--- config.mk ---
export PLATFORM = sky130hd
export DESIGN_NAME = rf_access_seq
export DESIGN_NICKNAME = d
export VERILOG_FILES = /design/src/rtl/rf_pkg.sv /design/src/rtl/onehot_dec.sv /design/src/rtl/rf_access_seq.sv
export SDC_FILE = /design/constraint.sdc
export NUM_CORES = 1
export LEC_CHECK = 0
export BUFFER_PORTS_ARGS = -buffer_cell sky130_fd_sc_hd__buf_2
export CAP_MARGIN = 40
export CORE_UTILIZATION = 50
export CTS_BUF_LIST = sky130_fd_sc_hd__clkbuf_4
export DETAILED_ROUTE_END_ITERATION = 10
export PLACE_DENSITY = 0.83
export SKIP_CTS_REPAIR_TIMING = 1
export SYNTH_ARGS = -nofsm -noshare
export SYNTH_HDL_FRONTEND = slang
export SYNTH_HIERARCHICAL = 1
export SYNTH_SLANG_ARGS = --single-unit
export TNS_END_PERCENT = 1
--- constraint.sdc ---
create_clock -name clk -period 1.6 [get_ports clk]
set_clock_uncertainty 0.1 [all_clocks]
set_input_delay 0.08 -clock clk [delete_from_list [all_inputs] [get_ports clk]]
set_output_delay 0.08 -clock clk [all_outputs]
set_load 0.02 [all_outputs]
--- src/rtl/rf_pkg.sv ---
// Shared constants and types for the register-file access sequencer.
package rf_pkg;

    localparam int unsigned W     = 16;
    localparam int unsigned NREGS = 8;
    localparam int unsigned IDXW  = $clog2(NREGS);

    typedef logic [IDXW-1:0] idx_t;

    typedef enum logic [1:0] {
        StIdle,
        StRead,
        StExec,
        StWrite
    } state_e;

endpackage

--- src/rtl/onehot_dec.sv ---
// Combinational index-to-one-hot decoder with an enable; all-zero when disabled.
module onehot_dec
    import rf_pkg::*;
(
    input  logic [IDXW-1:0]  idx,
    input  logic             en,
    output logic [NREGS-1:0] onehot
);

    always_comb begin
        onehot = '0;
        if (en) begin
            onehot[idx] = 1'b1;
        end
    end

endmodule

--- src/rtl/rf_access_seq.sv ---
// Read-execute-writeback sequencer in front of the tristate Reg16 cell bank.
// Define RF_R0_ZERO_EN to make index 0 a read-as-zero, write-ignored register.
module rf_access_seq
    import rf_pkg::*;
(
    input  logic             clk,
    input  logic             reset,
    input  logic             req_valid,
    output logic             req_ready,
    input  logic [IDXW-1:0]  req_sa,
    input  logic [IDXW-1:0]  req_sb,
    input  logic [IDXW-1:0]  req_dst,
    input  logic             req_wr,
    output logic [NREGS-1:0] eA,
    output logic [NREGS-1:0] eB,
    input  logic [W-1:0]     busA,
    input  logic [W-1:0]     busB,
    output logic             op_valid,
    output logic [W-1:0]     opA,
    output logic [W-1:0]     opB,
    input  logic             res_valid,
    input  logic [W-1:0]     res_data,
    output logic [NREGS-1:0] ld,
    output logic [W-1:0]     wb_data
);

`ifdef RF_R0_ZERO_EN
    localparam bit R0Zero = 1'b1;
`else
    localparam bit R0Zero = 1'b0;
`endif

    state_e state_q;
    idx_t   sa_q;
    idx_t   sb_q;
    idx_t   dst_q;
    logic   wr_q;

    logic [NREGS-1:0] ea_dec;
    logic [NREGS-1:0] eb_dec;
    logic [NREGS-1:0] ld_dec;

    // Enables decode straight from the request so they are registered on acceptance.
    onehot_dec u_dec_a (
        .idx    (req_sa),
        .en     (!(R0Zero && (req_sa == '0))),
        .onehot (ea_dec)
    );

    onehot_dec u_dec_b (
        .idx    (req_sb),
        .en     (!(R0Zero && (req_sb == '0))),
        .onehot (eb_dec)
    );

    onehot_dec u_dec_ld (
        .idx    (dst_q),
        .en     (!(R0Zero && (dst_q == '0))),
        .onehot (ld_dec)
    );

    always_ff @(posedge clk) begin
        if (reset) begin
            state_q   <= StIdle;
            req_ready <= 1'b1;
            eA        <= '0;
            eB        <= '0;
            ld        <= '0;
            op_valid  <= 1'b0;
            opA       <= '0;
            opB       <= '0;
            wb_data   <= '0;
            sa_q      <= '0;
            sb_q      <= '0;
            dst_q     <= '0;
            wr_q      <= 1'b0;
        end else begin
            unique case (state_q)
                StIdle: begin
                    if (req_valid) begin
                        sa_q      <= req_sa;
                        sb_q      <= req_sb;
                        dst_q     <= req_dst;
                        wr_q      <= req_wr;
                        eA        <= ea_dec;
                        eB        <= eb_dec;
                        req_ready <= 1'b0;
                        state_q   <= StRead;
                    end
                end
                StRead: begin
                    // An index-0 read under R0Zero has no driver, so ignore the floating bus.
                    opA      <= (R0Zero && (sa_q == '0)) ? '0 : busA;
                    opB      <= (R0Zero && (sb_q == '0)) ? '0 : busB;
                    eA       <= '0;
                    eB       <= '0;
                    op_valid <= 1'b1;
                    state_q  <= StExec;
                end
                StExec: begin
                    if (res_valid) begin
                        op_valid <= 1'b0;
                        if (wr_q) begin
                            wb_data <= res_data;
                            ld      <= ld_dec;
                            state_q <= StWrite;
                        end else begin
                            req_ready <= 1'b1;
                            state_q   <= StIdle;
                        end
                    end
                end
                StWrite: begin
                    ld        <= '0;
                    req_ready <= 1'b1;
                    state_q   <= StIdle;
                end
                default: begin
                    state_q <= StIdle;
                end
            endcase
        end
    end

endmodule

==> results of run 1 <==
how the worst max path moves through the flow:
stage	cells after the start	startpoint	slack, ns	end
detailed placement	3	state_q[0]	0.11	wb_data[14]
global placement	3	state_q[0]	0.17	wb_data[1]
floorplan	5	state_q[1]	0.25	eB[0]
CTS	3	state_q[0]	0.07	wb_data[15]
finish	6	req_sa[0]	0.05	eA[0]
global route	6	req_sa[0]	0.007	eA[0]
critical path, cell delays in order:
cell	delay (ns)
dlygate4sd3_1	0.54
buf_2	0.16
nor4b_2	0.22
dlygate4sd3_1	0.60
nand2_1	0.07
a21oi_2	0.12
through the flow:
stage	instance area, sq um	setup WS, ns	power (mW)
after CTS	4312	0.06557	4.116
final	4903	0.04947	4.222
after floorplan	3396	0.2539	2.457
after detailed placement	4129	0.1055	2.652
after global routing	4903	0.006919	4.397
after global placement	4129	0.1663	2.637
report_power, final:
| group | switching [mW] | internal, mW | total [mW] |
|---|---|---|---|
| clock network | 0.686 | 0.804 | 1.49 |
| registers | 0.0455 | 2.05 | 2.10 |
| logic | 0.338 | 0.295 | 0.632 |
cells in the mapped netlist, types with 4 or more instances:
cell	count
a21oi_1	60
a21oi_2	11
a22o_1	8
and4b_2	7
and4bb_1	4
and4bb_2	5
buf_1	5
buf_2	10
buf_6	7
dfxtp_1	80
nand2_1	120
nand3_2	16
metal layers:
metal | GRT usage | part of all wire | vias to the layer above
met5 | 0 | 0 | -
met4 | 0.08307 | 0.017 | 0
met3 | 0.03678 | 0.038 | 15
met2 | 0.4121 | 0.54 | 100
met1 | 0.2598 | 0.41 | 1578
li1 | - | - | 1660
logic make-up (layout without fill, tap and decap cells):
kind of cell | Yosys count | in the layout | synth area share
flip-flops | 80 | 80 | 0.4839
other | 1 | 24 | 0.001133
AND/OR/NAND/NOR | 171 | 171 | 0.3032
AO/OA/AOI/OAI | 86 | 86 | 0.1558
buffers and inverters | 30 | 226 | 0.05596
flip-flops by register name, summed over array words and instances (netlist names):
signal	count
op_valid	1
state_q	2
opB	16
opA	16
dst_q	3
wr_q	1
wb_data	16
req_ready	1
ld	8
eA	8
eB	8
cell type report:
cell class	count	area, sq um
Fill cell	453	1483
Tap cell	77	96.34
Multi-Input combinational cell	281	1610
Sequential cell	80	1602
Timing Repair Buffer	207	1401
Clock buffer	10	75.07
Inverter	3	11.26
Clock inverter	6	107.6
layout by cell type (no fill, tap or decap), drive strengths merged, types with 2 or more instances in the layout:
| master | netlist | routed |
|---|---|---|
| conb | 1 | 24 |
| nor2 | 2 | 2 |
| and4 | 3 | 3 |
| nand2b | 2 | 2 |
| a211oi | 2 | 2 |
| nand2 | 120 | 120 |
| clkbuf | 3 | 10 |
| dfxtp | 80 | 80 |
| dlygate4sd3 | 0 | 59 |
| clkinv | 0 | 2 |
| and4bb | 9 | 9 |
| and4b | 10 | 10 |
| nor4b | 3 | 3 |
| a21oi | 71 | 71 |
| buf | 24 | 148 |
| a22o | 8 | 8 |
| inv | 3 | 3 |
| bufinv | 0 | 3 |
| nand3 | 16 | 16 |
==> impl.org, run 1 <==
** Run status
- Status :: complete, no violations

** Clock network
- Root buffer cell :: clkbuf_4
- The H-tree was split into 3 levels.
- CTS max path bufs :: 2
- TritonCTS built the clock tree.
- Clock latency on the worst-skew pair, taken at its later pin, is 0.40 ns.
- TritonCTS created 9 clock buffers.
- Clock transition at path regs :: between 0.1 and 0.15 ns
- Clock sink count :: 80

** Floorplan
- Initial cell density of the core :: 0.5182
- Die H :: between 80 and 90 microns
- Number of top-level pins :: 136
- Die Span X :: 83.36 microns
- Total core area :: between 0.006 and 0.007 sq mm
- The floorplan has 29 rows.
- Die ar. :: about 0.0069 sq mm

** Route
- After detailed routing, the number of remaining DRC violations is 0.
- For this block, the initial DRC count from the detailed router was about 100.
- Detailed routing inserted a total of ~3400 vias.
- The first TritonRoute pass finished after 4 iterations.
- Using the TritonRoute via totals, the vias-per-cell ratio works out to ~5.
- Total wirelength of the detailed-routed design :: 9378 microns
- After detailed routing, the average wire length per cell comes to about 14 microns.
- Once detail routing completed, the nets flagged for antenna violations numbered 0.

** Synthesis
- Ys flop type :: dfxtp_1
- Main area contributors after synthesis :: dfxtp_1, nand2_1, a21oi_1, nand3_2, a21oi_2
- Share of synthesized area occupied by flip-flops and latches :: 0.4839
- Cells after Synth :: roughly 370
- Cell taking the most area after synthesis :: dfxtp_1
- The synthesized design contains 0 enable-type register cells.
- Number of warnings printed during yosys synthesis :: 6
- Synthesized cell area :: 0.003309 sq mm
- Number of distinct library cell variants in the gate-level netlist after synthesis :: 35
- Share of the synthesized area in the top cell type :: 0.4839
- Asr flop ratio synth :: 0
- In this run, synthesis produced a sequential element count of 80.
- After synthesis, the mean cell area works out to 8.993 sq um.

** Place
- Number of buffers added on ports :: around 140
- In this run, placement finished with an instance count of ~590.
- DP Wirelength :: about 5400 microns
- Routability-driven placement finished with a final weighted congestion of roughly 0.74.

** Setup path
- Critical register-to-register path endpoint :: wb_data[12]
- Worst-case reg-to-reg path depth :: 3
- In this run the critical register-to-register path is launched from state_q[0].
- For flop-to-flop paths, the worst setup slack is between 0.15 and 0.2 ns.
- The worst setup path is captured at a flip-flop.
- The worst setup path is launched from an input port.
- Critical path required time :: 1.84 ns
- Largest driver fanout on the critical path :: 8
- Data arrives at the worst endpoint at approximately 1.8 ns.
- The critical path is of the input port to flip-flop type.

** STA
- Max-slew violations :: 0
- Setup repair after global routing left no endpoint under its margin.
- Final period demand of the worst path :: approximately 1.6 ns
- Summed over all failing endpoints, the final setup total negative slack is 0 ns.
- Hold timing on the final database bottoms out at a slack of approximately 0.011 ns.
- Based on the critical path, the design can be clocked at up to 0.6449 GHz.
- Final hold viol count :: 0
- Of the available clock period, the critical path in the final layout requires 0.9691.
- Setup-violating endpoint count in the final report :: 0

** Global route
- The first global-routing pass estimated 12680 microns of wire.
- The number of global-route vias before repair came to between 2000 and 3000.
- Total congestion overflow after global routing :: 0
- Across every metal layer, demand over resource in global routing totals 0.2243.
- Number of antenna violations at the first check in global routing :: 0
- Entering global routing, the biggest net connects 39 pins.

** Flow run
- Max-cap violation count :: 0

** Pwr
- Worst VDD drop :: just over 0.7 mV
- In this run the power density over the cells is 861.0 mW/mm^2.
- Summed over all cells, the static leakage comes to 2.216 nW.

** Finish
- Fraction of layout cells with a size suffix above 1 :: 0.3663
- Relative to the synthesized area, the layout overhead comes to 48.17%.
- End-of-flow core utilization :: 0.7678
- In the final design database the tool counted approximately 640 nets.
- The number of antenna diodes in the final layout is 0.
- After the flow finishes, the layout carries non-filler instances totaling roughly 660.

** Min path
- Path class of the lowest-slack min-delay path :: input port to flip-flop
- The worst hold path begins at reset.
- For hold timing, the worst endpoint is opA[13].
- Along the worst hold path, the cell count comes to 2.
No activity file was read; power rests on OpenSTA's default activity.
==> run 2, diff against run 1 <==
--- a/config.mk
+++ b/config.mk
@@ -10,6 +10,7 @@
 export CORE_UTILIZATION = 50
 export CTS_BUF_LIST = sky130_fd_sc_hd__clkbuf_4
 export DETAILED_ROUTE_END_ITERATION = 10
+export MAX_ROUTING_LAYER = met4
 export PLACE_DENSITY = 0.83
 export SKIP_CTS_REPAIR_TIMING = 1
 export SYNTH_ARGS = -nofsm -noshare
==> impl.org, run 2 (synthesis results as in run 1) <==
** Route
- Total wirelength of the detailed-routed design :: 9425 microns (+0.50%)
- The number of DRC violations after detailed-routing iteration 0 is 94 (-9.6%).
- The average routed wire per standard cell came to 14.19 microns (+0.50%).
- The number of optimization iterations in the first detailed-route pass was 5 (+1).
- The mean number of vias per cell was 5.053 (about the same).
- The count of unresolved DRC violations after routing was 0 (unchanged).
- Vias after detailed routing :: 3355 (+0.060%)
- The post-detailed-route count of antenna-violating nets is 0 (unchanged).

** Setup path
- The worst setup path is of the input port to flip-flop kind.
- Critical path required time :: 1.84 ns (about the same)
- The maximum fanout along the worst path was 8 (unchanged).
- Category of the worst setup path capture point :: flip-flop
- STA classifies the critical path startpoint as an input port.
- The arrival time of data at the critical path endpoint came to 1.79 ns (about the same).

** Finish
- Registers with the most flip-flops :: opA (16), opB (16), wb_data (16)
- Top library cells by usage in the layout, fill and taps aside :: buf_2, nand2_1, dfxtp_1
- The library cell used most frequently in the layout, excluding fill and tap cells, is buf_2.
- The layout cell share with drive strength beyond 1 is 0.3663 (unchanged).
- Area growth from synthesis to final layout :: 48.17% (unchanged)
- The antenna diode count is 0 (unchanged).
- The final cell area excluding filler cells was 0.004903 sq mm (unchanged).
- The number of nets at the end of the flow was 644 (unchanged).

** STA
- Setup-violating endpoint count in the final report :: 0 (unchanged)
- Setup tns final :: 0 ns (unchanged)
- The final clock period utilization by the worst path was 0.9718 (+0.002688).
- Final period demand of the worst path :: 1.555 ns (+0.004301 ns)
- The achievable frequency is 0.6432 GHz (-0.28%).
- Max-slew violations :: 0 (unchanged)
- Setup repair after global routing left no endpoint under its margin.
- Final hold viol count :: 0 (unchanged)

** Floorplan
- Number of top-level pins :: 136 (unchanged)
- The die area was 0.006948 sq mm (unchanged).
- The width of the chip was 83.36 microns (unchanged).
- Initial cell density of the core :: 0.5182 (unchanged)
- The area of the core region was 0.006386 sq mm (unchanged).
- The total number of placement rows is 29 (unchanged).
- The height of the chip is 83.36 microns (unchanged).

** Global route
- The number of global-route vias before repair was 2832 (+0.28%).
- Global-route wire length before repair :: 12650 microns (-0.17%)
- Global Route Usage Sum :: 0.2303 (+0.006038)
- The largest net degree at the start of global routing came to 39 (unchanged).
- The initial antenna violation count was 0 (unchanged).
- The total congestion overflow after global routing was 0 (unchanged).

** Pwr
- Leakage power summed over all cells :: 2.216 nW (unchanged)
- Worst VDD drop :: 0.7236 mV (about the same)
- Power density over the cells :: 860.2 mW/mm^2 (about the same)

** Min path
- The tightest min-delay check is of the input port to flip-flop type.

** Clock network
- The register clock-pin slew on the reported worst setup and hold paths is 0.13 ns (about the same).
- The largest buffer count on any clock path is 2 (unchanged).
- The deepest level of the CTS H-tree was 3 (unchanged).
- CTS placed an instance of clkbuf_4 at the clock tree root.
- Source-to-sink clock delay at the later pin of the worst-skew pair :: 0.39 ns (about the same)
- TritonCTS built the clock tree.
- Number of buffers created by CTS :: 9 (unchanged)
- Clock sink count :: 80 (unchanged)

** Place
- The number of port buffers is 135 (unchanged).
- Global placement routability congestion :: 0.7515 (+1.3%)
- DP Wirelength :: 5380 microns (unchanged)
- Cell area after placement :: 0.004129 sq mm (unchanged)

** Flow run
- Max-cap violation count :: 0 (unchanged)

** Run status
- The flow ran to the end, and the final reports show no timing, DRC or antenna violations.
==> run 2: cell counts in the layout (fill, tap and decap cells not counted) <==
Identical to the previous run, type by type.
==> run 2: through the flow <==
stage / std cells / total power, mW / utilization / hold slack (ns) / setup slack [ns]
finish: 664 / 4.218 / 0.7678 / 0.01249 / 0.04517
global route: 664 / 4.395 / 0.7678 / 0.01413 / 0.006940
CTS: 605 / 4.116 / 0.6752 / -0.2243 / 0.06557
detailed placement: 589 / 2.652 / 0.6466 / 0.2254 / 0.1055
global placement: 589 / 2.637 / 0.6466 / 0.2196 / 0.1663
floorplan: 391 / 2.457 / - / 0.1160 / 0.2539
==> run 2: final cells by class <==
| class | count | area (sq um) |
|---|---|---|
| fillers | 453 | 1483 |
| clock inverters | 6 | 107.6 |
| flip-flops and latches | 80 | 1602 |
| well taps | 77 | 96.34 |
| repair buffers | 207 | 1401 |
| inverters | 3 | 11.26 |
| clock buffers | 10 | 75.07 |
| multi-input cells | 281 | 1610 |
==> run 2: worst max-delay path: stages <==
cell	delay (ns)
dlygate4sd3_1	0.54
buf_2	0.16
nor4b_2	0.22
dlygate4sd3_1	0.60
nand2_1	0.07
a21oi_2	0.12
==> run 2: final timing paths <==
check / start / end / slack, ns / cells after the start
min: reset / opA[13] / 0.01 / 2
min reg2reg: opB[1] / opB[1] / 0.36 / 2
max: req_sa[0] / eA[0] / 0.05 / 6
max reg2reg: state_q[0] / eB[0] / 0.16 / 4
==> run 2: metal layers <==
metal	wire length, microns	global-route usage	part of all wire
met5	0	-	0
met4	182	0.08307	0.019
met3	409	0.03479	0.043
met2	4997	0.4128	0.53
met1	3836	0.2591	0.41
==> run 2: power by group <==
| group | internal, mW | leakage [nW] | switching [mW] |
|---|---|---|---|
| sequential | 2.05 | 0.649 | 0.0454 |
| combinational | 0.295 | 1.47 | 0.339 |
| clock | 0.804 | 0.0964 | 0.680 |
